File: src/rtl/uart_tx_arbiter.sv
// Round-robin byte arbiter that shares one uart_tx serializer among N_PORTS consoles,
// inserting a tag byte (TAG_BASE | channel) whenever the granted channel changes.
module uart_tx_arbiter #(
   parameter int         N_PORTS    = 4,
   parameter int         CH_W       = 2,
   parameter bit         TAG_ENABLE = 1'b1,
   parameter logic [7:0] TAG_BASE   = 8'hF0
) (
   input  logic                   clk,
   input  logic                   rst,
   input  logic [N_PORTS-1:0]     in_valid,
   input  logic [8*N_PORTS-1:0]   in_data,
   output logic [N_PORTS-1:0]     in_ready,
   output logic [7:0]             tx_data,
   output logic                   tx_start,
   input  logic                   tx_done,
   output logic [CH_W-1:0]        cur_chan,
   output logic                   busy
);

   typedef enum logic [2:0] {
      IDLE, TAG_GO, TAG_WLO, TAG_WHI, DAT_GO, DAT_WLO, DAT_WHI
   } state_t;

   state_t            state, next_state;
   logic [CH_W-1:0]   rr_ptr;
   logic [CH_W-1:0]   last_chan;
   logic              last_valid;
   logic [7:0]        byte_q;

   logic              any_valid;
   logic [CH_W-1:0]   grant;
   logic [CH_W-1:0]   next_rr;
   logic [7:0]        sel_byte;
   logic              need_tag;
   logic              take;
   int                idx;

   // Search starts at rr_ptr and wraps, so the last-served port gets lowest priority.
   always_comb begin
      any_valid = 1'b0;
      grant     = '0;
      idx       = 0;
      for (int i = 0; i < N_PORTS; i++) begin
         idx = int'(rr_ptr) + i;
         if (idx >= N_PORTS) idx = idx - N_PORTS;
         if (!any_valid && in_valid[idx[CH_W-1:0]]) begin
            any_valid = 1'b1;
            grant     = idx[CH_W-1:0];
         end
      end
   end

   always_comb begin
      sel_byte = in_data[8*int'(grant) +: 8];
      need_tag = TAG_ENABLE && (!last_valid || (grant != last_chan));
      next_rr  = (int'(grant) == N_PORTS-1) ? '0 : grant + 1'b1;
      take     = (state == IDLE) && any_valid;
   end

   // NOTE: state and data registers use non-blocking assignments so every flop
   // samples pre-edge values; blocking here would create order-dependent races.
   always_ff @(posedge clk or posedge rst) begin
      if (rst) state <= IDLE;
      else     state <= next_state;
   end

   // NOTE: next_state gets a default before the case so no path leaves it
   // unassigned, which would otherwise infer a latch.
   always_comb begin
      next_state = state;
      unique case (state)
         IDLE:    if (any_valid) next_state = need_tag ? TAG_GO : DAT_GO;
         TAG_GO:  next_state = TAG_WLO;
         TAG_WLO: if (!tx_done) next_state = TAG_WHI;
         TAG_WHI: if (tx_done)  next_state = DAT_GO;
         DAT_GO:  next_state = DAT_WLO;
         DAT_WLO: if (!tx_done) next_state = DAT_WHI;
         DAT_WHI: if (tx_done)  next_state = IDLE;
         default: next_state = IDLE;
      endcase
   end

   always_comb begin
      tx_start = (state == TAG_GO) || (state == DAT_GO);
      busy     = (state != IDLE);
   end

   // tx_data is loaded on entry to a *_GO state so it is already valid with tx_start.
   always_ff @(posedge clk or posedge rst) begin
      if (rst) begin
         in_ready   <= '0;
         tx_data    <= '0;
         cur_chan   <= '0;
         rr_ptr     <= '0;
         last_chan  <= '0;
         last_valid <= 1'b0;
         byte_q     <= '0;
      end else begin
         in_ready <= '0;
         if (take) begin
            in_ready[grant] <= 1'b1;
            byte_q          <= sel_byte;
            cur_chan        <= grant;
            rr_ptr          <= next_rr;
            tx_data         <= need_tag ? (TAG_BASE | 8'(grant)) : sel_byte;
         end
         if (state == TAG_WHI && tx_done) tx_data <= byte_q;
         if (state == DAT_WHI && tx_done) begin
            last_chan  <= cur_chan;
            last_valid <= 1'b1;
         end
      end
   end

endmodule

File: config.mk
export PLATFORM = sky130hd
export DESIGN_NAME = uart_tx_arbiter
export DESIGN_NICKNAME = d
export VERILOG_FILES = /design/src/rtl/uart_tx_arbiter.sv
export SDC_FILE = /design/constraint.sdc
export NUM_CORES = 1
export LEC_CHECK = 0
export CORE_MARGIN = 4
export CORE_UTILIZATION = 40
export DETAILED_ROUTE_END_ITERATION = 10
export GPL_TIMING_DRIVEN = 0
export PLACE_DENSITY = 0.71
export SLEW_MARGIN = 20
export SYNTH_ARGS = -nofsm -noshare
export SYNTH_HDL_FRONTEND = slang
export SYNTH_SLANG_ARGS = --single-unit
File: constraint.sdc
create_clock -name clk -period 4.55 [get_ports clk]
set_input_delay 0.91 -clock clk [delete_from_list [all_inputs] [get_ports clk]]
set_output_delay 0.91 -clock clk [all_outputs]
set_load 0.05 [all_outputs]
* Yosys cells after proc, flatten, opt, wreduce, memory -nomap -nowiden
Cells that the tools add are included.
** Word-level totals
- RAM bits :: 0
- Input port bits :: 39
- Memories kept :: 0
- Register bits after elaboration :: 30
- ROM bits :: 0
- Word-level logic and storage cells :: 91
- Bits in latches :: 0
** Cells by class
- Divide/modulo/power cells :: 0
- Multiply operators :: 0
- Reduce and logical (&&, ||, !) cells :: 17
- Shifts and indexed selects :: 1
- Eq/ne operators :: 13
- $add $sub $neg :: 8
- Bitwise logic cells :: 0
- Multiplexer cells :: 34
- Magnitude comparators :: 10
** Operator list (number)
- variable part select 32 x 6 -> 8 bit :: 1
- 2-to-1 mux 8 bit :: 3
- one-hot mux 3 bit (7 select lines) :: 1
- 2-to-1 mux 2 bit :: 9
- 2-to-1 mux 3 bit :: 6
- < comparator 2 x 3 -> 1 bit, second input constant :: 5
- inequality test 2 bit, second input constant :: 5
- == test 3 bit, second input constant :: 3
- >= comparator 3 bit, second input constant :: 3
- 2-to-1 mux 1 bit :: 9
- binary-select mux 1 bit (select 2 bit) :: 4
- subtractor 2 x 1 -> 2 bit, second input constant :: 4
- logical AND 1 bit :: 7
- adder 2 x 2 -> 3 bit, second input constant :: 2
- == test 3 x 2 -> 1 bit, second input constant :: 2
- AND reduction 5 bit :: 1
- zero test 1 bit :: 4
- 2-to-1 mux 4 bit :: 1
- adder 2 x 1 -> 3 bit, second input constant :: 1
- == test 3 x 1 -> 1 bit, second input constant :: 1
- >= comparator 2 x 3 -> 1 bit, second input constant :: 1
- zero test 3 bit :: 1
- nonzero test 3 bit :: 1
- adder 2 x 1 -> 2 bit, second input constant :: 1
- 6 further kinds :: 7

* Longest topological paths before layout
- Word-level depth :: 19
- Gate-level depth with buffers :: 8

* Least setup slack after synthesis
No wires, ideal clock.
- Kind :: input to register
- Start point :: in in_valid[0]
- End point :: reg tx_data[2]
- Buffers on the path :: 1
- Path slack :: 2.289 ns
- Stages :: 6
- Arrival :: 2.138 ns
- Library setup time :: 0.123 ns
- Path through :: nor4_1 -> nor2_1 -> and4_1 -> buf_4 -> a221oi_2 -> nor2_1
** Between the ends
- Longest elaborated chain between the ends :: 17
** RTL lines
- from (decl) :: line 11 : input logic [N_PORTS-1:0] in_valid,
- parallel branches: the longest is 17 deep, another holds binary-select mux 1 bit (select 2 bit)
- to (signal assigned) :: line 106 : tx_data <= need_tag ? (TAG_BASE | 8'(grant)) : sel_byte;
- to (signal assigned) :: line 108 : if (state == TAG_WHI && tx_done) tx_data <= byte_q;
- to (decl) :: line 14 : output logic [7:0] tx_data,
Parallel ways; which one is timed is not known. The select of a mux whose other input is x is not followed.
A chain may end at the register's enable or synchronous reset.

* Worst setup path in the final report
Ends and elaborated chain as after synthesis.

==> results.py <==
metrics = {
    "drt": {
        "routed_wl_um": 4090,
        "drtIter0Drc": 99,
        "postRouteAntennaNets": 0,
        "route.detailed.drc": 0,
        "via_per_inst": 5.059,
        "num_vias": 1457,
        "drt-pass1-iter-count": 4,
        "wire_per_inst_um": 14.20,
    },
    "sta": {
        "slew_viol_final": 0,
        "setup_slack_ps": 1651,
        "fin_setup_tns_ps": 0,
        "timing.slew.headroom": 0.5456,
        "setup_violations": 0,
        "clock.fmax_mhz": 345.0,
        "finalClockSkew_ps": 7.477,
        "finalHoldViolations": 0,
        "tightest_slew_ps": 675.4,
        "fin_crit_sh": 0.6371,
        "rsz0062_at_grt": "no",
        "fin_crit_ps": 2899,
    },
    "finish": {
        "multiInputGateArea_um2": 869.6,
        "areaGrowthSynthToFinish_pct": 40.61,
        "layout.nets": 280,
        "finalNonFillerCells": 288,
        "antenna_cells": 0,
        "fill_cells": 360,
        "drive_gt1_frac": 0.1303,
        "final_common_cell": "clkdlybuf4s50_1",
        "most-common-layout-cells": "54 x clkdlybuf4s50_1, 30 x dfrtp_1, 25 x nand2_1",
        "regArea_um2": 750.7,
    },
    "die": {
        "die_area_um2": 5411,
        "io_pins": 55,
        "die_x_um": 73.56,
        "dieHeight_um": 73.56,
        "num_rows": 23,
        "core_area_um2": 4086,
        "start_util": 0.4207,
    },
    "cts": {
        "cts_sinks": 30,
        "path_clk_slew_ps": 70,
        "cts_tree": "yes",
        "clockBufferDepth": 2,
        "clk_latency_ps": 280,
        "htree_levels": 2,
        "post_cts_resized": 0,
        "cts_setup_buffers": 0,
        "hold_buffers": 0,
        "cts-root-buf": "clkbuf_8",
        "numCtsBuffers": 5,
    },
    "global_routing": {
        "grt_pass1_wl_um": 6713,
        "grt_max_degree": 31,
        "grt_overflow": 0,
        "track_usage": 0.1617,
        "antenna_found_initial": 0,
        "grt_pass1_vias": 1405,
    },
    "worst_setup_path": {
        "rr_startpoint": "state[2]",
        "max_stage_delay_ps": 650,
        "critPathMaxFanout": 7,
        "endpoint_kind": "register",
        "crit_path_start_kind": "primary input",
        "worst-r2r-cell-count": 7,
        "crit_start": "in_valid[0]",
        "crit_chain": "clkdlybuf4s50_1 -> nor4_1 -> nor2_1 -> and4_1 -> buf_4 -> a221oi_2 -> nor2_1",
        "crit_arrival_ps": 3070,
        "cpMostUsedCell": "nor2_1",
        "required_ps": 4720,
        "critical_path_class": "in -> reg",
        "critPathSlowestCell": "nor4_1",
    },
    "synth": {
        "synth_area_leaders": "dfrtp_1 44%, mux2i_1 9.9%, nand2_1 5.5%",
        "synth_top_area_share": 0.4367,
        "ys.warnings.count": 0,
        "synthDistinctLibCells": 33,
        "synth.net_count": 219,
        "ys_ff_latch": 30,
        "seq_area_frac_synth": 0.4367,
        "syn_inst": 176,
        "synth_edf_count": 0,
        "synth.avg_cell_area_um2": 9.768,
        "async_flop_share": 1.000,
        "yosys.area.top_type": "dfrtp_1",
        "synth-main-ff-cell": "dfrtp_1",
        "netlist_area_um2": 1719,
    },
    "place": {
        "hpwl_um": 2926,
        "gp_congestion": 0.7974,
        "io_buffers": 54,
        "place_inst": 280,
        "place_ws_ps": 1375,
    },
    "pwr": {
        "p_per_area_nw_per_um2": 668.6,
        "vdd_drop_max_uv": 269.6,
        "p_leak_uw": 0.001078,
    },
    "min_path": {
        "min_from": "byte_q[2]",
        "min_path_cells": 2,
        "hp-class": "reg -> reg",
    },
    "run_status": {
        "outcome": "completed",
    },
    "flow_run": {
        "max-cap-violations": 0,
    },
}
[routing by layer]
layer / GRT usage / vias up / share of wire
li1: - / 733 / -
met1: 0.2193 / 678 / 0.47
met2: 0.2510 / 42 / 0.45
met3: 0.05335 / 4 / 0.072
met4: 0.03622 / 0 / 0.0083
met5: 0 / - / 0
[metrics by stage]
step | instance area, um2 | utilization | total power, uW | hold WS (ps)
2_1_floorplan | 1719 | - | 1126 | 446.6
3_3_place_gp | 2322 | 0.5683 | 1383 | 460.9
3_5_place_dp | 2322 | 0.5683 | 1398 | 466.3
4_1_cts | 2417 | 0.5915 | 1627 | 482.6
5_1_grt | 2417 | 0.5915 | 1744 | 512.2
6_report | 2417 | 0.5915 | 1616 | 483.0
[final timing paths]
check	slack [ps]	to
min	480	byte_q[2]
min reg2reg	480	byte_q[2]
max	1650	tx_data[2]
min in group asynchronous	1040	rr_ptr[1]
max reg2reg	2430	tx_data[4]
max in group asynchronous	3100	cur_chan[1]
[cell type report]
class	instances	area share
sequential	30	0.3106
tap	50	0.02588
clock inverter	2	0.005176
clock buffer	6	0.03416
inverter	6	0.009317
timing repair buffer	54	0.2236
multi-input combinational	128	0.3597
buffer	12	0.03157
[state kept, by name, summed over array words and instances, names as in the netlist]
name,count
byte_q,8
cur_chan,2
in_ready,4
last_chan,2
last_valid,1
rr_ptr,2
state,3
tx_data,8
[logic make-up (layout without fill, tap and decap cells)]
kind of cell	count (synthesis)	in the layout	share of synthesized area
flops	30	30	0.4367
fa+ha+maj	4	4	0.02911
compound gates	42	42	0.1565
mux	25	25	0.1514
xor+xnor	3	3	0.01529
simple gates	54	54	0.1536
buf+inv	18	80	0.05749
[cells in the mapped netlist, drive strengths merged (4+ instances only)]
master,count
clkbuf,4
mux2i,17
a21o,4
buf,8
ha,4
mux2,8
inv,6
o21ai,15
a21oi,11
nor2,12
and2,4
dfrtp,30
nand2,25
[critical path: cells and delay by family]
kind / cells / cell delay, ps
AND/OR/NAND/NOR: 4 / 1290
buffers and inverters: 2 / 640
AO/OA/AOI/OAI: 1 / 230
[report_power, final]
part	internal, uW	leakage (uW)	total, uW	switching (uW)
logic	377	0.000666	939	561
registers	386	0.000365	454	67.9
clock network	121	0.0000472	224	103
Power figures use the tool's default switching activity.
